$ cat config.mk
export PLATFORM = sky130hd
export DESIGN_NAME = arm_regfile_sb
export DESIGN_NICKNAME = d
export VERILOG_FILES = /design/src/rtl/arm_regfile_sb.sv
export SDC_FILE = /design/constraint.sdc
export NUM_CORES = 2
export LEC_CHECK = 0
export CORE_ASPECT_RATIO = 1.25
export CORE_MARGIN = 3
export CORE_UTILIZATION = 50
export DETAILED_ROUTE_END_ITERATION = 8
export PLACE_DENSITY = 0.66
export RECOVER_POWER = 25
export SETUP_SLACK_MARGIN = 0.02
export SYNTH_ARGS = -nofsm -noshare
export SYNTH_HDL_FRONTEND = slang
export SYNTH_SLANG_ARGS = --single-unit
$ cat constraint.sdc
create_clock -name CLK -period 17.3 [get_ports CLK]
set_input_delay 3.46 -clock CLK [delete_from_list [all_inputs] [get_ports CLK]]
set_output_delay 3.46 -clock CLK [all_outputs]
set_load 0.1 [all_outputs]
$ cat src/rtl/arm_regfile_sb.sv
// arm_regfile_sb: LEGv8 register file with N read ports, write-through bypass, XZR and pending-write scoreboard.
// Optional feature macro: RF_STALL_CNT_EN adds a saturating STALL_CNT output counting stalled cycles.
module arm_regfile_sb #(
  parameter int DATA_W   = 64,
  parameter int NUM_RD   = 2,
  parameter int NUM_REGS = 32,
  parameter int ZERO_REG = 31
) (
  input  logic                     CLK,
  input  logic                     RESET_N,
  input  logic [5*NUM_RD-1:0]      RD_ADDR,
  input  logic [NUM_RD-1:0]        RD_USE,
  output logic [DATA_W*NUM_RD-1:0] RD_DATA,
  input  logic                     WR_EN,
  input  logic [4:0]               WR_ADDR,
  input  logic [DATA_W-1:0]        WR_DATA,
  input  logic                     ISSUE_EN,
  input  logic [4:0]               ISSUE_RD,
  input  logic                     FLUSH,
  output logic [NUM_RD-1:0]        RD_BUSY,
  output logic                     STALL,
`ifdef RF_STALL_CNT_EN
  output logic [31:0]              STALL_CNT,
`endif
  output logic [5:0]               PEND_CNT
);
  logic [DATA_W-1:0]   regs_q [NUM_REGS];
  logic [NUM_REGS-1:0] pend_q, pend_d;
  logic [31:0]         pend_w;
  logic                wr_ok;
  assign wr_ok  = WR_EN && WR_ADDR != 5'(ZERO_REG) && 32'(WR_ADDR) < 32'(NUM_REGS);
  assign pend_w = 32'(pend_q);
  // Scoreboard next state: flush clears, a new issue beats a same-cycle writeback.
  always_comb begin
    pend_d = pend_q;
    for (int r = 0; r < NUM_REGS; r++)
      pend_d[r] = FLUSH ? 1'b0 :
                  (ISSUE_EN && ISSUE_RD == 5'(r) && r != ZERO_REG) ? 1'b1 :
                  (WR_EN && WR_ADDR == 5'(r)) ? 1'b0 : pend_q[r];
  end
  // Architectural state and scoreboard; XZR writes are dropped.
  always_ff @(posedge CLK or negedge RESET_N) begin
    if (!RESET_N) begin
      for (int r = 0; r < NUM_REGS; r++) regs_q[r] <= '0;
      pend_q <= '0;
    end else begin
      if (wr_ok) regs_q[WR_ADDR] <= WR_DATA;
      pend_q <= pend_d;
    end
  end
  for (genvar i = 0; i < NUM_RD; i++) begin : g_rd
    logic [4:0] a;
    logic       zero, hit;
    assign a    = RD_ADDR[5*i +: 5];
    assign zero = a == 5'(ZERO_REG);
    assign hit  = WR_EN && WR_ADDR == a;
    assign RD_DATA[DATA_W*i +: DATA_W] = zero ? '0 : hit ? WR_DATA :
                                         (32'(a) < 32'(NUM_REGS)) ? regs_q[a] : '0;
    assign RD_BUSY[i] = pend_w[a] && !hit && !zero;
  end
  assign STALL = |(RD_BUSY & RD_USE);
  // Population count of pending bits.
  always_comb begin
    PEND_CNT = '0;
    for (int r = 0; r < NUM_REGS; r++) PEND_CNT = PEND_CNT + 6'(pend_q[r]);
  end
`ifdef RF_STALL_CNT_EN
  // Saturating stalled-cycle counter, cleared by flush.
  always_ff @(posedge CLK or negedge RESET_N) begin
    if (!RESET_N) STALL_CNT <= '0;
    else if (FLUSH) STALL_CNT <= '0;
    else if (STALL && STALL_CNT != 32'hFFFF_FFFF) STALL_CNT <= STALL_CNT + 32'd1;
  end
`endif
endmodule
Word level (Yosys, flattened, before mapping)
Cells that the tools add are included.
{"block": "totals", "register_bits": 2080, "input_bits": 91, "output_inout_bits": 137}
{"block": "op_classes", "n_addsub": 31, "order_cmp": 6, "eq_ne": 66, "mux": 112, "n_bitwise": 4, "reduce_logical": 110}
{"op": "$bwmux 2048", "count": 1}
{"op": "$bmux 64 s5", "count": 2}
{"op": "$mux 64", "count": 9}
{"op": "$demux 64 s5", "count": 1}
{"op": "$add 6x1->6", "count": 30}
{"op": "$eq 5x5->1 const B", "count": 33}
{"op": "$mux 1", "count": 97}
{"op": "$reduce_bool 3->1", "count": 31}
{"op": "$eq 5x4->1 const B", "count": 16}
{"op": "$logic_and 1x1->1", "count": 71}
{"op": "$eq 5x3->1 const B", "count": 8}
{"op": "$eq 5x2->1 const B", "count": 4}
{"op": "$ge 6x6->1 const B", "count": 3}
{"op": "$not 5->6", "count": 3}
{"op": "$lt 5x6->1 const B", "count": 2}
{"op": "$bmux 1 s5", "count": 2}
{"op": "$eq 5x1->1 const B", "count": 2}
{"op": "$eq 5x5->1", "count": 2}
{"op": "$logic_not 5->1", "count": 2}
{"op": "$lt 6x1->1 const B", "count": 1}
{"op": "$ne 5x5->1 const B", "count": 1}
{"op": "$logic_not 1->1", "count": 4}
{"op": "$add 1x1->2", "count": 1}
{"op": "$and 2x2->2", "count": 1}
{"op": "other kinds (2)", "count": 2}

Depth between registers and ports, before layout
{"block": "depth", "depth_word": 31, "mapped_depth": 15, "depth_no_buf": 15}

Worst setup path after synthesis
OpenSTA, ideal clock, no wires.
{"block": "synth_timing", "kind": "input -> output", "start": "input RD_ADDR[1]", "end": "output STALL", "arrival_ns": 7.804, "required_ns": 13.840, "path_slack_ns": 6.036, "stages": 7, "path_buffers": 3, "cell_sequence": "buf_2 buf_2 buf_1 a31oi_1 o211ai_1 a311oi_1 a32o_1"}
{"block": "synth_between", "elab_chain_cells": 7, "word_cells_on_any_way": 11, "classes_between": "eq/ne (2); mux (2); bitwise (1); reduce/logical (6)"}
{"element": "from (decl)", "line": "11", "source": "input logic [5*NUM_RD-1:0] RD_ADDR,"}
{"element": "parallel branches: the longest is 4 deep, another holds $bmux 1 s5"}
{"element": "$logic_and 1x1->1 *", "line": "59", "source": "assign RD_BUSY[i] = pend_w[a] && !hit && !zero;"}
{"element": "net RD_BUSY[0]", "line": "20", "source": "output logic [NUM_RD-1:0] RD_BUSY,"}
{"element": "$and 2x2->2 *", "line": "61", "source": "assign STALL = |(RD_BUSY & RD_USE);"}
{"element": "$reduce_or 2->1 *", "line": "61"}
{"element": "to (decl)", "line": "21", "source": "output logic STALL,"}
Mark *: on every way through the listed nets, which the timed path passes. The select of a mux whose other input is x is not followed.

Final worst setup path
{"block": "layout_timing", "start": "input RD_ADDR[8]", "end": "output RD_DATA[106]"}
{"block": "layout_between", "elab_chain_cells": 6, "word_cells_on_any_way": 9, "classes_between": "eq/ne (2); mux (5); bitwise (1); reduce/logical (1)"}
{"element": "$not 5->6 (not written as such)", "line": "58", "source": "(32'(a) < 32'(NUM_REGS)) ? regs_q[a] : '0;"}
{"element": "$bmux 64 s5", "line": "58"}
{"element": "$mux 64 (not written as such) (2 in series)", "line": "58"}
{"element": "$mux 64", "line": "57", "source": "assign RD_DATA[DATA_W*i +: DATA_W] = zero ? '0 : hit ? WR_DATA :"}
{"element": "$mux 64 *", "line": "57"}
{"element": "to (decl)", "line": "13", "source": "output logic [DATA_W*NUM_RD-1:0] RD_DATA,"}
Every way passes the cells marked *; elsewhere a longest branch is shown, timed or not. The select of a mux whose other input is x is not followed.

==> results.txt <==
Hold_buf cts -> 0
DR vias -> 70990
Initial Util -> 50.44%
Root buffer cell -> clkbuf_16
Crit-path cells -> clkdlybuf4s50_1 -> and2_4 -> nand2_4 -> o22ai_4 -> buf_4 -> buf_4 -> a211oi_1 -> a22o_1 -> clkdlybuf4s50_1
Antenna violations before repair -> 10
Layout Skew -> 0 ns
Critical Path Start Type -> input pin
Mapped Nets -> 7473
Ys flop type -> dfrtp_1
Final Cell Area -> 0.1219 mm^2
Gr usage total -> 31.18%
Status -> finished, violations left
Final ANT Viol Nets -> 0
Crit Path Category -> in2out
Max-slew violation count -> 615
Vias in the first global route -> 74590
Synth async-reset ratio -> 100.0%
Routed length per instance -> 34.68 um
# IOs -> 228
Detailed Place HPWL -> 199100 um
Share of the cycle needed by the critical path after routing -> 75.38%
Slowest cell on the critical path -> clkdlybuf4s50_1
Post-Route WL -> 353500 um
Area of the core -> 0.2196 mm^2
Synth top cells by count -> dfrtp_1 (2079), mux2_2 (1980), mux4_2 (1037)
Synthesized area -> 0.1108 mm^2
Die area -> 0.2272 mm^2
Top-area cell type share of the netlist area -> 46.97%
Tmin final -> 13.04 ns
Total power per unit cell area -> 119.4 mW/mm^2
Worst Setup End Kind -> output pin
Area growth from synthesis to layout -> 10.10%
Unrepaired setup endpoints after global routing -> false
CTS tree -> yes
Yosys warns -> 0
Setup bufs post-CTS -> 0
CP required -> 13.84 ns
Synthesized area per cell -> 15.07 um^2
GR Overflow Total -> 0
Post-synth EDFFs -> 0
CP arrival -> 9.58 ns
Worst-margin pin slew -> 8.133 ns
Hold Path Class -> reg2reg
IO Port Bufs -> 227
Syn Inst Count -> 7350
CTS Buffer Depth -> 3
Rows -> 192
Die height -> 532.2 um
Starting DRT DRC Count -> 7033
Crit-path max FO -> 38
Hold Vio Cnt, Final -> 0
Share of post-route cells with drive strength above 1 -> 49.50%
DR pass1 iterations -> 6
First-pass GRT wire length -> 518800 um
Biggest cell delay along the critical path -> 1.06 ns
Cell family with most CP delay -> buffers and inverters
Clk_lat worst skew -> 0.87 ns
Achievable Freq -> 76.68 MHz
Register area share after synthesis -> 46.97%
Maxcap violations -> 10
Buffers plus inverters on the worst setup path -> 4
Synthesized flop and latch total -> 2079
Setup TNS Final -> 0 ns
Routability Congestion -> 0.8385
Worst-path clk slew -> 0.06 ns
Clock sinks -> 2079
Leading area contributor after synthesis -> dfrtp_1
Peak supply drop -> 87.00 uV
Number of clock buffers inserted by TritonCTS -> 213
Slew headroom -> -442.2%
Area contributors post-synth -> dfrtp_1 (47%), mux4_2 (21%), mux2_2 (20%)
H-tree depth -> 4
Count leader, synth -> dfrtp_1
Nets@finish -> 7212
Failing checks -> max-capacitance violations, max-slew violations
Post-cts resize count -> 0
Post-route DRC -> 0
P_leak -> 51.64 nW
Largest net degree at the start of global routing -> 191
Vias per inst -> 6.963
Distinct cells, synth -> 49
Final setup viols -> 0
Post-DP Area -> 0.1145 mm^2
Chip width -> 427.0 um
==> cell usage in the layout (no fill, tap or decap), drive strengths merged, types with 6 or more instances in the layout <==
| cell type | synthesis | routed |
|---|---|---|
| a22o | 128 | 128 |
| mux2i | 19 | 19 |
| nor2b | 134 | 134 |
| o22ai | 128 | 128 |
| and2 | 6 | 6 |
| nand2b | 11 | 11 |
| fa | 23 | 23 |
| clkinv | 1 | 56 |
| buf | 420 | 170 |
| a22oi | 213 | 213 |
| ha | 9 | 9 |
| bufinv | 0 | 21 |
| nand3b | 6 | 6 |
| clkinvlp | 0 | 10 |
| nand3 | 133 | 133 |
| mux2 | 1985 | 1985 |
| nor2 | 50 | 50 |
| clkbuf | 460 | 323 |
| o21ai | 9 | 9 |
| a21oi | 71 | 71 |
| diode | 0 | 7 |
| clkdlybuf4s50 | 0 | 216 |
| mux4 | 1037 | 1037 |
| xnor2 | 12 | 12 |
| nor3 | 127 | 127 |
| a211oi | 128 | 128 |
| dfrtp | 2079 | 2079 |
| nand2 | 94 | 94 |
| inv | 40 | 50 |
==> worst register-to-register path: stages (launching register included) <==
cell and delay [ns]:
dfrtp_1 0.43, nor2b_1 0.15, a21oi_1 0.15, nor2_1 0.05
==> worst paths after layout <==
path | endpoint | start | slack (ns) | depth (start not counted)
max | RD_DATA[106] | RD_ADDR[8] | 4.26 | 9
min | regs_q[51] | regs_q[51] | 0.39 | 0
max reg2reg | pend_q[3] | pend_q[3] | 16.35 | 3
min reg2reg | regs_q[51] | regs_q[51] | 0.39 | 0
max in group asynchronous | regs_q[1262] | RESET_N | 4.44 | 4
min in group asynchronous | regs_q[1782] | RESET_N | 5.55 | 1
==> state kept, by name, summed over array words and instances (netlist names) <==
signal  flops
pend_q     31
regs_q   2048
==> through the flow <==
step	std cells	power [W]	hold slack, ns	util [%]	setup WS [ns]
floorplan	7350	0.008787	0.4402	-	6.036
global placement	9783	0.009518	0.3753	52.13	4.489
detailed placement	9784	0.009676	0.3824	52.14	4.400
CTS	10190	0.01460	0.3964	55.58	4.400
global route	10190	0.01512	0.4065	55.53	2.570
finish	10190	0.01456	0.3923	55.54	4.259
==> cell type report <==
cell class | count | area [um^2]
clock buffer | 307 | 6294
clock inverter | 96 | 1266
inverter | 41 | 156.4
tap | 2910 | 3641
sequential | 2079 | 52020
antenna | 7 | 17.52
timing repair buffer | 404 | 3740
fill | 17730 | 97630
multi-input combinational | 4350 | 54800
==> report_power, final <==
| group | total [W] | switching, W | leakage [nW] | internal [W] |
|---|---|---|---|---|
| registers | 0.00643 | 0.000650 | 26.7 | 0.00578 |
| logic | 0.00320 | 0.00145 | 21.2 | 0.00175 |
| clock network | 0.00493 | 0.00208 | 3.73 | 0.00286 |
| total | 0.0146 | 0.00418 | 51.6 | 0.0104 |
==> layer usage <==
metal | GRT usage [%] | routed length, um | vias up
met5 | 0 | 0 | -
met4 | 15.68 | 20590 | 0
met3 | 4.942 | 24920 | 889
met2 | 50.61 | 172200 | 3266
met1 | 40.83 | 135800 | 38850
li1 | - | - | 27980
==> logic make-up (layout without fill, tap and decap cells) <==
family	Yosys count	after routing	share of synthesized area (%)
fa+ha+maj	32	32	0.5174
compound gates	694	694	4.538
simple gates	570	570	2.642
other cells	0	7	0
mux	3041	3041	41.44
xor+xnor	13	13	0.1028
buf+inv	921	848	3.782
flops	2079	2079	46.97
No activity file was read; power rests on OpenSTA's default activity.
